`src/rtl/fetch_stage.sv`:
```
// Instruction-fetch stage: PC register, IF/ID pipeline register and a
// saturating stall-cycle counter for performance debug.
module fetch_stage #(
    parameter logic [31:0] RESET_PC = 32'h0000_0000,
    parameter int          CNT_W    = 16
) (
    input  logic             clk,
    input  logic             rst,
    input  logic             do_stall,
    input  logic             branch_taken,
    input  logic [31:0]      branch_target,
    input  logic [31:0]      imem_data,
    output logic [31:0]      imem_addr,
    output logic [31:0]      IF_ID_instr,
    output logic [31:0]      IF_ID_pc4,
    output logic             IF_ID_valid,
    output logic [4:0]       IF_ID_rs,
    output logic [4:0]       IF_ID_rt,
    output logic             IF_ID_memWrite,
    output logic [CNT_W-1:0] stall_cycles
);

    localparam logic [5:0] OPC_SW = 6'b101011;

    logic [31:0]      pc_q,    pc_d;
    logic [31:0]      instr_q, instr_d;
    logic [31:0]      pc4_q,   pc4_d;
    logic             valid_q, valid_d;
    logic [CNT_W-1:0] cnt_q,   cnt_d;
    logic [31:0]      pc_plus4;

    // Modulo-2^32 increment: 0xFFFF_FFFC wraps to 0 with no flag.
    assign pc_plus4 = pc_q + 32'd4;

    always_comb begin
        pc_d    = pc_q;
        instr_d = instr_q;
        pc4_d   = pc4_q;
        valid_d = valid_q;
        cnt_d   = cnt_q;
        if (do_stall) begin
            // A stall outranks a redirect; the branch is re-resolved in ID later.
            cnt_d = (&cnt_q) ? cnt_q : cnt_q + CNT_W'(1);
        end else if (branch_taken) begin
            pc_d    = branch_target & ~32'h0000_0003;
            instr_d = 32'h0;
            pc4_d   = 32'h0;
            valid_d = 1'b0;
        end else begin
            pc_d    = pc_plus4;
            instr_d = imem_data;
            pc4_d   = pc_plus4;
            valid_d = 1'b1;
        end
    end

    always_ff @(posedge clk or posedge rst) begin
        if (rst) begin
            pc_q    <= RESET_PC;
            instr_q <= 32'h0;
            pc4_q   <= 32'h0;
            valid_q <= 1'b0;
            cnt_q   <= '0;
        end else begin
            pc_q    <= pc_d;
            instr_q <= instr_d;
            pc4_q   <= pc4_d;
            valid_q <= valid_d;
            cnt_q   <= cnt_d;
        end
    end

    // Register fields the stall unit compares; forced to 0 on a bubble.
    assign imem_addr      = pc_q;
    assign IF_ID_instr    = instr_q;
    assign IF_ID_pc4      = pc4_q;
    assign IF_ID_valid    = valid_q;
    assign IF_ID_rs       = valid_q ? instr_q[25:21] : 5'd0;
    assign IF_ID_rt       = valid_q ? instr_q[20:16] : 5'd0;
    assign IF_ID_memWrite = valid_q && (instr_q[31:26] == OPC_SW);
    assign stall_cycles   = cnt_q;

endmodule

```
`config.mk`:
```
export PLATFORM = sky130hd
export DESIGN_NAME = fetch_stage
export DESIGN_NICKNAME = d
export VERILOG_FILES = /design/src/rtl/fetch_stage.sv
export SDC_FILE = /design/constraint.sdc
export NUM_CORES = 1
export LEC_CHECK = 0
export ABC_AREA = 1
export CORE_UTILIZATION = 30
export CTS_CLUSTER_DIAMETER = 40
export CTS_CLUSTER_SIZE = 28
export DETAILED_ROUTE_END_ITERATION = 8
export SLEW_MARGIN = 20
export SYNTH_ARGS = -nofsm -noshare
export SYNTH_HDL_FRONTEND = slang
export SYNTH_SLANG_ARGS = --single-unit
```
`constraint.sdc`:
```
create_clock -name clk -period 7.1 [get_ports clk]
set_input_delay 0.71 -clock clk [delete_from_list [all_inputs] [get_ports clk]]
set_output_delay 0.71 -clock clk [all_outputs]
set_load 0.1 [all_outputs]
```
==> results of run 1 <==
[layer usage]
metal / vias to the layer above / track usage, % / share of wire, %
met1: 2327 / 23.6 / 45
met2: 134 / 27.4 / 46
met3: 5 / 6.26 / 8.2
met4: 0 / 3.30 / 0.61
li1: 2508 / - / -
met5: - / 0 / 0
[worst min path at each step]
stage	start	to	slack [ps]	cells after the start
2_1_floorplan	imem_data[28]	IF_ID_instr[28]	830	2
3_3_place_gp	IF_ID_pc4[5]	IF_ID_pc4[5]	460	1
3_5_place_dp	IF_ID_pc4[2]	IF_ID_pc4[2]	470	2
4_1_cts	IF_ID_pc4[5]	IF_ID_pc4[5]	490	1
5_1_grt	IF_ID_pc4[20]	IF_ID_pc4[20]	510	2
6_report	IF_ID_pc4[5]	IF_ID_pc4[5]	480	1
[flip-flops by register name, summed over array words and instances, names as in the netlist]
signal,cells
IF_ID_instr,32
IF_ID_pc4,31
IF_ID_valid,1
imem_addr,30
stall_cycles,16
[metrics by stage]
step / setup slack [ps] / area (sq um)
floorplan: 2400 / 5470
global placement: 4280 / 7500
detailed placement: 4230 / 7500
CTS: 3810 / 7830
global route: 3670 / 7850
finish: 3880 / 7850
[cell usage in the layout (no fill, tap or decap), drive strengths merged, types with 3 or more instances in the layout]
master and instances:
clkbuf 9, o21bai 9, a21oi 12, a31oi 10, clkdlybuf4s50 186, a22o 30, inv 59, o21ai 32
nand3 43, buf 5, and2 3, xnor2 4, dfrtp 110, nand2 235, xor2 10, nand4 3
nor2 80
[cell families (layout without fill, tap and decap cells)]
| kind of cell | after synthesis | count (layout) | share of synthesized area (%) |
|---|---|---|---|
| AND/OR/NAND/NOR | 368 | 368 | 28.7 |
| flip-flops | 110 | 110 | 50.4 |
| AO/OA/AOI/OAI | 96 | 96 | 11.6 |
| buffers and inverters | 85 | 262 | 6.50 |
| XOR/XNOR | 14 | 14 | 2.24 |
| adder cells (fa/ha/maj) | 2 | 2 | 0.458 |
| other | 1 | 2 | 0.0686 |
[final cells by class]
type                       count  area, sq um
inverter                      55          209
fill                        1773         9680
clock inverter                 7          104
sequential                   110         2750
clock buffer                   9          225
timing repair buffer         191         1920
multi-input combinational    482         2360
tap                          225          282
[worst register-to-register path: cells and delay by family, from the launching register on]
kind | cells | cell delay (ps)
adder cells (fa/ha/maj) | 1 | 250
buffers and inverters | 1 | 140
flip-flops | 1 | 440
AND/OR/NAND/NOR | 6 | 840
[where the power goes]
part / switching [W] / internal [W]
Combinational: 0.000736 / 0.000226
Clock: 0.000252 / 0.000316
Sequential: 0.0000851 / 0.000698
Total: 0.00107 / 0.00124
==> metrics.md, run 1 <==
| Metric | Value |
|---|---|
| Crit path max-delay family | `buffers and inverters` |
| DRT Pass-1 Iters | `4` |
| Most frequent cell after synthesis | `nand2_1` |
| Top_reg_cell synth | `dfrtp_1` |
| I/O Pins | `192` |
| Root Buffer | `clkbuf_16` |
| Layout Nets | `919` |
| RSZ-0062 raised after global routing | `no` |
| Total global-route track usage | `17.6%` |
| Startpoint of the worst setup timing path | `IF_ID_valid` |
| Rows | `48` |
| Setup TNS | `0 ps` |
| Final hold violation count | `0` |
| Share of flip-flops with an asynchronous set or reset | `100%` |
| Routed Antenna Nets | `0` |
| DPL Wire Length | `11,200 um` |
| Hold Path Class | `flop to flop` |
| Port Buffers | `187` |
| Post-CTS sizing | `0` |
| Total stage count of the critical path | `3` |
| Aggregate global routing overflow | `0` |
| CP max-delay cell | `clkdlybuf4s50_1` |
| Critical path class | `flop to output pin` |
| Fmax achieved | `311 MHz` |
| DR vias | `4,974` |
| Gate Count Post-Synth | `676` |
| Clk slew on worst S/H paths | `80 ps` |
| Worst path max stage delay | `1190 ps` |
| First-pass GRT wire length | `25,400 um` |
| Vias in the first global route | `4,767` |
| FF-to-FF End | `stall_cycles[8]` |
| Die span in y | `137 um` |
| Relative slew slack | `30.0%` |
| Via-to-Cell Ratio | `4.61` |
| Min Tclk post-route | `3220 ps` |
| CTS Sinks | `110` |
| Total routed wirelength | `16,000 um` |
| Hold buffers post-CTS | `0` |
| #FFs+latches synth | `110` |
| Core area | `17,500 sq um` |
| CP Buf/Inv Count | `2` |
| Largest net degree at the start of global routing | `101` |
| Yosys warnings | `0` |
| Clock buffer count from CTS | `9` |
| Final total power | `0.00231 W` |
| Post-CTS setup buffer count | `0` |
| Setup-failing EPs final | `0` |
| Crit-path cells | `inv_1 > nor4_1 > clkdlybuf4s50_1` |
| Initial Utilization | `31.2%` |
| H-tree levels | `3` |
| Die Span X | `137 um` |
| Clock skew after layout | `7.22 ps` |
| WHS | `482 ps` |
| Slew Viols, Final | `0` |
| Worst vdd ir | `0.000154 V` |
| Routed length per placed instance | `14.9 um` |
| CP max FO | `12` |
| Placed insts | `1,062` |
| Worst r2r src | `stall_cycles[0]` |
| Commonest cells in the synthesized netlist | `230 x nand2_1, 110 x dfrtp_1, 60 x nor2_1` |
| Part of the cycle the worst path needs | `45.3%` |
| DRC viols | `0` |
| R2R Setup Slk | `5330 ps` |
| R2R depth | `8` |
| Final GP Congestion | `0.851` |
| Post-synth EDFFs | `0` |
| Area Overhead vs Synth | `43.7%` |
| Worst-Margin Slew | `1050 ps` |
| Initial antenna violation count | `0` |
| Critical Path End | `IF_ID_memWrite` |
| # diodes | `0` |
| Dominant cell type by area after synthesis | `dfrtp_1` |
| Synthesized area | `5460 sq um` |
| Max-Cap Viols | `0` |
| CTS tree | `done` |
| Die ar. | `18,800 sq um` |
| Netlist cell types | `34` |
| Post-layout util | `44.8%` |
| Seq/Total Area, Yosys | `50.4%` |
| Cell area power density | `294 nW/um^2` |
| Share of Yosys cell area claimed by the top area cell type | `50.4%` |
| Final Instance Count excl. Fillers | `1,079` |
| Clk buf depth | `2` |
| Status | `completed` |
| Leakage power | `3.56 nW` |
| Worst path arrival time | `2510 ps` |
| Worst skew pair latency | `350 ps` |
| Layout cells sized above 1 | `6.09%` |
| Critical path startpoint category | `flop` |
| Nature of the critical path endpoint | `output pin` |
| Worst Path Required | `6390 ps` |
| Iter 0 DRT Violations | `249` |
| Mean area per synthesized cell | `8.08 sq um` |
| Largest cells by area after synthesis | `dfrtp_1 50%, nand2_1 16%, a22o_1 4.8%` |
No activity file was read; power rests on OpenSTA's default activity.
==> run 2, diff against run 1 <==
==> constraint.sdc (replaced) <==
create_clock -name clk -period 2.6 [get_ports clk]
set_input_delay 0.26 -clock clk [delete_from_list [all_inputs] [get_ports clk]]
set_output_delay 0.26 -clock clk [all_outputs]
set_load 0.1 [all_outputs]
==> metrics.md, run 2 (synthesis results as in run 1) <==
| Metric | Value |
|---|---|
| Status | `completed` |
| Worst path max stage delay | `590 ps` |
| Routed Antenna Nets | `0` |
| Slew Viols, Final | `0` |
| Int Power | `0.00316 W` |
| Core area | `17,500 sq um` |
| Switching share of power | `48.3%` |
| Via-to-Cell Ratio | `4.52` |
| Vias in the first global route | `4,594` |
| Clock buffer count from CTS | `9` |
| I/O Pins | `192` |
| Crit-path cells | `inv_1 > nor4_2 > buf_4` |
| First-pass GRT wire length | `25,000 um` |
| Worst Setup Slack, final | `674 ps` |
| Worst-Margin Slew | `856 ps` |
| WL met3 | `1110 um` |
| Logic gate share of total power | `41.9%` |
| Routed length per placed instance | `14.6 um` |
| Fill count | `1,791` |
| FF-to-FF End | `stall_cycles[6]` |
| Root Buffer | `clkbuf_16` |
| Sum of routed wire segments on met1 | `7280 um` |
| P_sw | `0.00295 W` |
| CTS Sinks | `110` |
| DRT Pass-1 Iters | `5` |
| Met2 wire length | `7190 um` |
| Critical path class | `flop to output pin` |
| R2R depth | `8` |
| Largest net degree at the start of global routing | `111` |
| Max reg flops | `32` |
| Sequential group share of total power | `35.0%` |
| Min Tclk post-route | `1930 ps` |
| Die span in y | `137 um` |
| Dpl cell area | `7260 sq um` |
| RSZ-0062 raised after global routing | `no` |
| CP max FO | `12` |
| Worst skew pair latency | `360 ps` |
| R2R Setup Slk | `820 ps` |
| DR vias | `4,898` |
| Aggregate global routing overflow | `0` |
| Setup-failing EPs final | `0` |
| Clk buf depth | `2` |
| CTS tree | `done` |
| Pre-CTS setup slack | `696 ps` |
| Top routing layer used | `met5` |
| Layout cells sized above 1 | `21.0%` |
| Post-CTS sizing | `0` |
| Fmax achieved | `519 MHz` |
| Post-route cell area | `7550 sq um` |
| Nature of the critical path endpoint | `output pin` |
| Total routed wirelength | `15,800 um` |
| Worst path arrival time | `1670 ps` |
| CP max-delay cell | `dfrtp_1` |
| Initial Utilization | `31.2%` |
| Die Span X | `137 um` |
| Clk slew on worst S/H paths | `80 ps` |
| Die ar. | `18,800 sq um` |
| Final hold violation count | `0` |
| Clock skew after layout | `10.6 ps` |
| Critical path startpoint category | `flop` |
| Part of the cycle the worst path needs | `74.1%` |
| DRC viols | `0` |
| DPL Wire Length | `11,500 um` |
| Cell area power density | `809 nW/um^2` |
| Area Overhead vs Synth | `38.3%` |
| Iter 0 DRT Violations | `302` |
| Most frequent cells in the layout | `230 x nand2_1, 131 x buf_4, 110 x dfrtp_1, 64 x clkdlybuf4s50_1, 59 x nor2_1` |
| Rows | `48` |
| # diodes | `0` |
| Multi-input gate area | `2370 sq um` |
| Hold buffers post-CTS | `0` |
| Worst vdd ir | `0.000634 V` |
| Seq. cell area | `2750 sq um` |
| Relative slew slack | `42.9%` |
| Total global-route track usage | `17.6%` |
| Worst r2r src | `stall_cycles[0]` |
| Final GP Congestion | `0.832` |
| Max-Cap Viols | `0` |
| H-tree levels | `3` |
| Commonest non-fill, non-tap cell in the layout | `nand2_1` |
| Leakage power | `3.74 nW` |
| Worst Path Required | `2340 ps` |
| Hold Path Class | `input port to async pin` |
| Port Buffers | `187` |
| Layout Nets | `924` |
| Clock share of power | `23.1%` |
| Post-CTS setup buffer count | `0` |
| Initial antenna violation count | `1` |
==> run 2: cell types whose count changed in the layout (fill, tap and decap cells not counted), sizes merged <==
cell and change:
buf +127, clkinv -1, clkdlybuf4s50 -122, bufinv -2, clkbuf +1, clkinvlp +2
==> run 2: layout make-up <==
cell class              instances  share of cell area (%)
clock buffers                  10                    3.16
clock inverters                 6                   0.778
inverters                      55                    2.78
multi-input cells             482                    31.4
flip-flops and latches        110                    36.4
well taps                     225                    3.73
repair buffers                196                    21.8
==> run 2: routing by layer <==
layer / track usage [%] / up-vias
li1: - / 2516
met1: 23.7 / 2230
met2: 26.7 / 134
met3: 5.33 / 16
met4: 5.98 / 2
met5: 0 / -
==> run 2: metrics by stage <==
step,TNS (ps),hold WS (ps),std cells,utilization (%),power [W]
floorplan,-497,381,677,-,0.00411
global placement,0,466,1068,41.4,0.00473
detailed placement,0,473,1068,41.4,0.00474
CTS,0,419,1084,43.1,0.00617
global route,0,430,1084,43.1,0.00638
finish,0,420,1084,43.1,0.00611
==> run 2: worst max-delay path: cells and delay by family, from the launching register on <==
| kind | cells | cell delay, ps |
|---|---|---|
| simple gates | 1 | 250 |
| flops | 1 | 590 |
| buf+inv | 2 | 460 |
==> run 2: worst max path at each step <==
stage / startpoint / endpoint / slack, ps / cells after the start
floorplan: IF_ID_valid / IF_ID_memWrite / -500 / 2
global placement: branch_taken / imem_addr[27] / 720 / 6
detailed placement: branch_taken / IF_ID_pc4[18] / 700 / 5
CTS: IF_ID_valid / IF_ID_memWrite / 620 / 3
global route: IF_ID_valid / IF_ID_memWrite / 530 / 3
finish: IF_ID_valid / IF_ID_memWrite / 670 / 3
==> run 2: power groups by stage <==
stage                     sequential (W)  combinational [W]  clock, W
after floorplan                  0.00357           0.000536         0
after global placement           0.00217            0.00256         0
after detailed placement         0.00216            0.00258         0
after CTS                        0.00214            0.00258   0.00146
after global routing             0.00217            0.00268   0.00153
final                            0.00214            0.00256   0.00141
==> run 3, diff against run 2 <==
==> constraint.sdc (replaced) <==
create_clock -name clk -period 1.9 [get_ports clk]
set_input_delay 0.19 -clock clk [delete_from_list [all_inputs] [get_ports clk]]
set_output_delay 0.19 -clock clk [all_outputs]
set_load 0.1 [all_outputs]
==> metrics.md, run 3 (synthesis results as in run 1) <==
| Metric | Value |
|---|---|
| Met2 Resource Use GR | `28.4%` |
| Commonest non-fill, non-tap cell in the layout | `nand2_1` |
| Min Tclk post-route | `1710 ps` |
| DR vias | `5,047` |
| Routed Antenna Nets | `0` |
| Post-route cell area | `7830 sq um` |
| Aggregate global routing overflow | `0` |
| Worst path arrival time | `1960 ps` |
| Multi-input gate area | `2390 sq um` |
| CTS tree | `done` |
| Port Buffers | `187` |
| Area Overhead vs Synth | `43.3%` |
| H-tree levels | `3` |
| Dpl cell area | `7510 sq um` |
| Cells on Worst Hold Path | `3` |
| First-pass GRT wire length | `25,900 um` |
| Hold buffers post-CTS | `0` |
| Core area | `17,500 sq um` |
| Critical path class | `flop to flop` |
| Fill count | `1,764` |
| Clock buffer count from CTS | `9` |
| Seq. cell area | `2800 sq um` |
| Clk buf depth | `2` |
| Routed length per placed instance | `15.2 um` |
| Root Buffer | `clkbuf_16` |
| Slew Viols, Final | `0` |
| Fmax achieved | `585 MHz` |
| Most frequent cells in the layout | `230 x nand2_1, 119 x buf_4, 70 x dfrtp_1, 64 x clkdlybuf4s50_1, 59 x nor2_1` |
| Vias in the first global route | `4,812` |
| DRT Pass-1 Iters | `4` |
| Die Span X | `137 um` |
| Nature of the critical path endpoint | `flop` |
| Relative slew slack | `44.0%` |
| Initial Utilization | `31.2%` |
| Part of the cycle the worst path needs | `89.9%` |
| Initial antenna violation count | `0` |
| Final hold violation count | `0` |
| # diodes | `0` |
| Critical path startpoint category | `flop` |
| CP max FO | `4` |
| Die span in y | `137 um` |
| Rows | `48` |
| GRT met1 Usage | `24.3%` |
| Via-to-Cell Ratio | `4.65` |
| Leakage power | `3.75 nW` |
| Status | `completed` |
| Worst skew pair latency | `360 ps` |
| Die ar. | `18,800 sq um` |
| Worst-Margin Slew | `839 ps` |
| CTS Sinks | `110` |
| Worst vdd ir | `0.000893 V` |
| Worst Path Required | `2150 ps` |
| Layout Nets | `926` |
| Clk slew on worst S/H paths | `80 ps` |
| Total routed wirelength | `16,500 um` |
| Cell area power density | `1090 nW/um^2` |
| Iter 0 DRT Violations | `336` |
| Met3 Use GR | `3.70%` |
| Final total power | `0.00854 W` |
| Largest net degree at the start of global routing | `73` |
| Layout cells sized above 1 | `26.0%` |
| GR peak layer | `met2` |
| Max reg flops | `32` |
| Setup-failing EPs final | `0` |
| Max-Cap Viols | `0` |
| R2R depth | `10` |
| Hold Path Class | `input port to flop` |
| Total global-route track usage | `18.3%` |
| Final GP Congestion | `0.815` |
| I/O Pins | `192` |
| DPL Wire Length | `12,000 um` |
| RSZ-0062 raised after global routing | `no` |
| Clock skew after layout | `5.57 ps` |
| DRC viols | `0` |
==> run 3: changes by cell type in the layout (fill, tap and decap cells not counted) <==
cell	delta
buf_4	-12
ha_1	-2
clkinv_4	+2
inv_6	+1
dfrtp_2	+40
buf_12	+14
dfrtp_1	-40
bufinv_16	+1
ha_4	+2
inv_8	-3
clkbuf_8	-1
==> run 3: final cells by class <==
class	instances	area share, %
inverter	55	2.68
timing repair buffer	198	23.4
sequential	110	35.8
multi-input combinational	482	30.6
clock buffer	9	2.88
clock inverter	7	1.04
tap	225	3.60
==> run 3: critical path, stage by stage (launching register included) <==
cell     delay, ps
dfrtp_2        420
ha_4           140
nand2_1        110
nor2_4         140
nand2_1        140
nor2_2         260
nand3_1        100
nand3_1        120
nand2_1         70
nand2_1         50
nand2_1         40
==> run 3: worst paths after layout <==
kind / start / endpoint / slack [ps]
min in group asynchronous: rst / imem_addr[5] / 300
max: imem_addr[3] / imem_addr[24] / 190
max in group asynchronous: rst / imem_addr[24] / 1140
min reg2reg: IF_ID_pc4[13] / IF_ID_pc4[13] / 490
min: do_stall / stall_cycles[0] / 280
max reg2reg: imem_addr[3] / imem_addr[24] / 190
==> run 3: power breakdown <==
| part | leakage [nW] | switching [W] | internal (W) | total, W |
|---|---|---|---|---|
| clock network | 0.147 | 0.000942 | 0.00104 | 0.00198 |
| logic | 2.25 | 0.00277 | 0.000816 | 0.00359 |
| registers | 1.35 | 0.000331 | 0.00264 | 0.00297 |
==> run 3: timing repair <==
item / in CTS / in global routing
setup buffers: 0 / 2
resized for setup: 0 / 0
setup endpoints to repair: 0 / 1
==> run 3: metrics by stage <==
| step | worst slack (ps) | cells | TNS [ps] | util (%) | hold WS (ps) |
|---|---|---|---|---|---|
| floorplan | -1090 | 677 | -1090 | - | 311 |
| global placement | 69.6 | 1068 | 0 | 42.8 | 467 |
| detailed placement | 60.3 | 1068 | 0 | 42.8 | 473 |
| CTS | 67.7 | 1084 | 0 | 44.6 | 265 |
| global route | 39.3 | 1086 | 0 | 44.6 | 321 |
| finish | 191 | 1086 | 0 | 44.6 | 278 |
==> run 3: per-layer routing <==
layer / share of wire, % / wire length [um]
met4: 2.6 / 438
met3: 6.2 / 1030
met2: 47 / 7710
met5: 0 / 0
met1: 45 / 7360
==> RTL edit 1: new RTL, flow settings as in run 3 <==
Register the input `branch_target` before use. The logic sees it one clock later. The other inputs are not delayed to match.
--- a/src/rtl/fetch_stage.sv
+++ b/src/rtl/fetch_stage.sv
@@ -23,4 +23,10 @@
     localparam logic [5:0] OPC_SW = 6'b101011;
 
+    logic [31:0] branch_target_q;
+
+    always_ff @(posedge clk) begin
+        branch_target_q <= branch_target;
+    end
+
     logic [31:0]      pc_q,    pc_d;
     logic [31:0]      instr_q, instr_d;
@@ -43,5 +49,5 @@
             cnt_d = (&cnt_q) ? cnt_q : cnt_q + CNT_W'(1);
         end else if (branch_taken) begin
-            pc_d    = branch_target & ~32'h0000_0003;
+            pc_d    = branch_target_q & ~32'h0000_0003;
             instr_d = 32'h0;
             pc4_d   = 32'h0;
Function: changed (Yosys sat finds a counterexample within 4 cycles, from zero or initial values and one cycle with rst high).
==> RTL edit 1 against run 3 <==
  * Power grew 24%
  * Sequential share of layout area up 2.9 points
  * Via count increased by 4.6%
  * Sequential cell count up 30
  * Cell area grew 12%
  * Routed wire length up 4.7%
  * Worst setup slack worse by 0.037 ns
  * Global-route usage is 0.92 points lower
  * Clock skew grew 0.0041 ns
  * Count of clock-buffer cells in the layout grew 12
  * Synthesized area up 11%
==> RTL edit 1: results (changes against run 3) <==
----------------------------------------------------
[Power]
  Maximum vdd ir drop ... 655 uV (was 893 uV)
  Leak Pwr ... 0.00416 uW (was 0.00375 uW)
  Sum of internal, switching and leakage power ... 10600 uW (was 8540 uW)

[Place]
  Number of cells after detailed placement ... 1143 (was 1068)
  Final Wtd Congestion ... 0.886 (was 0.815)
  Half-perimeter wire length after placement ... 12800 um (was 12000 um)

[Critical path]
  Slowest stage delay, CP ... 0.48 ns (was 0.42 ns)
  Largest fanout on the critical path ... 12 (was 4)
  Data arrival time of the worst path ... 1.56 ns (was 1.96 ns)
  Kind of cell adding the most delay to the critical path ... flip-flops (was simple AND/OR/NAND/NOR gates)

[Clocking]
  Clock edge transition at the registers on the reported setup and hold paths ... 0.06 ns (was 0.08 ns)
  Insertion delay of the later-clocked pin in the worst-skew pair ... 0.43 ns (was 0.36 ns)
  Post_cts resized ... 0 (unchanged)
  CTS H-tree lvls ... 4 (was 3)
  Inserted Clock Buffers ... 17 (was 9)

[Drt]
  DR vias/cell ... 4.49 (was 4.65)
  Total length of routed met3 wires ... 1230 um (was 1030 um)
  Total wire length ... 17300 um (was 16500 um)
  Number of detailed-routing iterations run before antenna repair ... 4 (unchanged)
  Total via count in the routed design ... 5278 (was 5047)
  Metal1 wirelength ... 7840 um (was 7360 um)
  Iteration-0 DRC Markers ... 252 (was 336)
  Routed wl met2 ... 7940 um (was 7710 um)

[GRT]
  Global-route usage over all layers ... 17.3% (was 18.3%)
  Met2 demand-to-capacity share in global routing ... 28.1% (was 28.4%)
  Global-route track usage on met3 ... 4.74% (was 3.70%)
  Maximum number of pins on one net before global-route repair ... 55 (was 73)
  Global-route wire length before repair ... 27100 um (was 25900 um)
  Number of antenna violations at the first check in global routing ... 1 (was 0)
  Global Route met1 Usage ... 22.0% (was 24.3%)
  Via count of the first global-routing pass ... 5070 (was 4812)

[Timing]
  Clock tree skew after final layout ... 0.00963 ns (was 0.00557 ns)
  Final period utilization ... 91.9% (was 89.9%)

[Final layout]
  Net count of the finished layout ... 967 (was 926)
  Fraction of layout instances using a drive strength above 1 ... 26.5% (was 26.0%)

[Synthesis]
  Share of synthesized flip-flops with an asynchronous set or reset ... 78.6% (was 100%)
  Most frequent cells after synthesis ... 225 x sky130_fd_sc_hd__nand2_1, 110 x sky130_fd_sc_hd__dfrtp_1, 63 x sky130_fd_sc_hd__nor2_1, 56 x sky130_fd_sc_hd__inv_1, 45 x sky130_fd_sc_hd__nand3_1 (was 230 x sky130_fd_sc_hd__nand2_1, 110 x sky130_fd_sc_hd__dfrtp_1, 60 x sky130_fd_sc_hd__nor2_1, 53 x sky130_fd_sc_hd__inv_1, 41 x sky130_fd_sc_hd__nand3_1)
  Post-synthesis sequential area ratio ... 55.2% (was 50.4%)
  Cell variety after synth ... 36 (was 34)
  Mean instance size in the synthesized netlist ... 8.58 um^2 (was 8.08 um^2)

[Outcome]
  Outcome ... completed (unchanged)

----------------------------------------------------
RTL edit 1: through the flow:
step | util, % | setup WS (ns) | area (um^2) | TNS [ns]
detailed placement | 41.7 | 0.244 | 8190 | 0
finish | 44.7 | 0.154 | 8790 | 0
CTS | 44.7 | 0.0649 | 8780 | 0
global placement | 41.7 | 0.272 | 8190 | 0
floorplan | - | -1.09 | 6160 | -1.09
global route | 44.7 | 0.0627 | 8790 | 0
RTL edit 1: final timing paths:
path,from,end,slack [ns],cells past startpoint
worst max register to register,stall_cycles[0],stall_cycles[7],0.25,9
min in group asynchronous,rst,imem_addr[5],0.22,3
max in group asynchronous,rst,IF_ID_instr[6],1.30,3
worst max-delay path,IF_ID_valid,IF_ID_memWrite,0.15,3
worst min register to register,branch_target_q[12],imem_addr[12],0.44,2
worst min-delay path,do_stall,IF_ID_pc4[2],0.17,3
RTL edit 1: logic make-up after synthesis:
group / count (synthesis) / synth area share [%]
flip-flops: 140 / 55.2
XOR/XNOR: 13 / 2.00
AO/OA/AOI/OAI: 95 / 10.4
adder cells (fa/ha/maj): 2 / 0.412
other: 1 / 0.0618
AND/OR/NAND/NOR: 368 / 25.9
buffers and inverters: 88 / 6.00
RTL edit 1: layout make-up:
class,instances,area [um^2]
fillers,2005,10900
flip-flops and latches,140,3400
multi-input cells,480,2400
repair buffers,200,1850
clock buffers,21,480
well taps,265,332
inverters,58,221
clock inverters,11,109
diodes,1,2.50
RTL edit 1: worst min-delay path, cell delays in order:
cell	delay [ns]
sky130_fd_sc_hd__buf_4	0.21
sky130_fd_sc_hd__nand2_1	0.09
sky130_fd_sc_hd__nand2_1	0.05
RTL edit 1: report_power, final:
part / internal, uW / total (uW) / switching [uW]
clock: 1950 / 3300 / 1340
sequential: 3310 / 3670 / 357
combinational: 826 / 3650 / 2820
==> RTL edit 2: new RTL, settings of run 3 <==
Made on the original files. Set the parameter `CNT_W` to 32 (it was 16).
--- a/src/rtl/fetch_stage.sv
+++ b/src/rtl/fetch_stage.sv
@@ -3,5 +3,5 @@
 module fetch_stage #(
     parameter logic [31:0] RESET_PC = 32'h0000_0000,
-    parameter int          CNT_W    = 16
+    parameter int          CNT_W    = 32
 ) (
     input  logic             clk,
Ports: changed (resized stall_cycles); port bits go from 192 to 208. The function was not compared with the original's and may differ.
==> RTL edit 2 against run 3 <==
  * Sequential cell count grew 16
  * Final cell count up 28%
  * Sequential power rose by 13%
  * Power rose by 22%
  * Worst setup slack got worse by 0.020 ns
  * Via count is 28% higher
  * Cell area grew 23%
  * Synthesized area is 22% higher
  * Routed wire length grew 25%
==> RTL edit 2: results (changes against run 3) <==
----------------------------------------------------
[Synthesis]
  Most frequent cells after synthesis ... 331 x sky130_fd_sc_hd__nand2_1, 126 x sky130_fd_sc_hd__dfrtp_1, 92 x sky130_fd_sc_hd__nor2_1, 81 x sky130_fd_sc_hd__inv_1, 54 x sky130_fd_sc_hd__nand3_1 (was 230 x sky130_fd_sc_hd__nand2_1, 110 x sky130_fd_sc_hd__dfrtp_1, 60 x sky130_fd_sc_hd__nor2_1, 53 x sky130_fd_sc_hd__inv_1, 41 x sky130_fd_sc_hd__nand3_1)
  Xor-xnor portion of the synthesized cell area ... 0.919% (was 2.24%)
  Compound-cell area share of the yosys netlist ... 11.6% (about the same)
  Cell variety after synth ... 37 (was 34)
  Post-synthesis sequential area ratio ... 47.3% (was 50.4%)
  Adder-cell area share of the yosys netlist ... 0.375% (was 0.458%)

[Place]
  Count of port buffers added during placement ... 203 (was 187)
  Cell area reported after detailed placement ... 9030 um^2 (was 7510 um^2)
  Final Wtd Congestion ... 0.879 (was 0.815)
  Half-perimeter wire length after placement ... 15300 um (was 12000 um)

[Outcome]
  Outcome ... completed (unchanged)

[Critical path]
  Startpoint of the worst-slack reg-to-reg timing path ... imem_addr[18] (was imem_addr[3])
  Length in cells of the worst reg-to-reg path ... 8 (was 10)
  Data arrival time of the worst path ... 2.06 ns (was 1.96 ns)
  Largest fanout on the critical path ... 6 (was 4)
  Worst R2R Setup Slack ... 0.17 ns (was 0.19 ns)

[GRT]
  Maximum number of pins on one net before global-route repair ... 53 (was 73)
  Via count of the first global-routing pass ... 6121 (was 4812)
  Global-route usage over all layers ... 18.5% (was 18.3%)
  Global-route wire length before repair ... 32700 um (was 25900 um)

[Power]
  Switching power share of the total ... 44.8% (was 47.3%)
  Maximum vdd ir drop ... 520 uV (was 893 uV)
  Leak Pwr ... 0.00451 uW (was 0.00375 uW)

[Timing]
  Worst slew slack as a fraction of its limit ... 44.7% (was 44.0%)
  Clock tree skew after final layout ... 0.0162 ns (was 0.00557 ns)

[Final layout]
  Fraction of layout instances using a drive strength above 1 ... 26.6% (was 26.0%)

[Drt]
  DR vias/cell ... 4.66 (was 4.65)
  Number of detailed-routing iterations run before antenna repair ... 5 (was 4)
  Total wire length ... 20700 um (was 16500 um)

[Clocking]
  Clock edge transition at the registers on the reported setup and hold paths ... 0.06 ns (was 0.08 ns)
  Inserted Clock Buffers ... 17 (was 9)
  CTS H-tree lvls ... 4 (was 3)

[Min path]
  Classification of the worst-slack hold path ... input port to asynchronous set/reset pin (was input port to register)

----------------------------------------------------
RTL edit 2: metal layers:
metal	GRT usage [%]	up-vias	share of wire (%)	routed length, um
li1	-	3259	-	-
met1	24.6	3025	45	9400
met2	29.8	174	48	9870
met3	4.79	17	5.8	1200
met4	4.90	0	0.98	203
met5	0	-	0	0
RTL edit 2: logic make-up after synthesis:
family,count (synthesis)
other,1
XOR/XNOR,7
AND/OR/NAND/NOR,519
flip-flops,126
buffers and inverters,119
adder cells (fa/ha/maj),2
AO/OA/AOI/OAI,116
RTL edit 2: per-stage QoR:
stage,hold slack (ns),power (uW),std cells
finish,0.250,10400,1390
global route,0.268,10900,1390
CTS,0.237,10500,1390
detailed placement,0.471,7360,1357
global placement,0.473,7330,1357
floorplan,0.311,6330,891
RTL edit 2: how the worst max path moves through the flow:
stage                                from              to  slack (ns)  cells past startpoint
after CTS                    imem_addr[3]   IF_ID_pc4[30]        0.09                      9
after floorplan           IF_ID_instr[26]  IF_ID_memWrite       -1.10                      2
final                       imem_addr[18]   IF_ID_pc4[27]        0.17                      8
after global placement       branch_taken   imem_addr[30]        0.04                      6
after global routing         imem_addr[3]   imem_addr[24]     -0.0001                     11
after detailed placement     branch_taken   IF_ID_pc4[30]        0.02                      4
RTL edit 2: power by group through the flow:
stage,sequential [uW],combinational (uW),clock (uW)
2_1_floorplan,5450,878,0
3_3_place_gp,3420,3910,0
3_5_place_dp,3420,3940,0
4_1_cts,3370,3960,3190
5_1_grt,3420,4120,3320
6_report,3370,3930,3120
RTL edit 2: worst max-delay path: stages (launching register included):
cell and delay (ns):
sky130_fd_sc_hd__dfrtp_2 0.42, sky130_fd_sc_hd__nand2_1 0.11, sky130_fd_sc_hd__nor2_1 0.32, sky130_fd_sc_hd__nand2_1 0.18
sky130_fd_sc_hd__nor2_1 0.18, sky130_fd_sc_hd__nand2_1 0.06, sky130_fd_sc_hd__nand2_1 0.06, sky130_fd_sc_hd__nand3_1 0.10
sky130_fd_sc_hd__o21ai_0 0.21
RTL edit 2: area by class of cell:
cell class                 instances  area, um^2
inverter                          84         324
timing repair buffer             222        2040
fill                            2214       12200
clock inverter                    11        93.8
sequential                       126        3220
clock buffer                      21         460
multi-input combinational        646        3120
tap                              280         350
RTL edit 2: timing repair:
item / in CTS / in global routing
buffers inserted: 1 / 0
resized for setup: 0 / 6
setup endpoints to repair: 1 / 9
cloned: 0 / 0
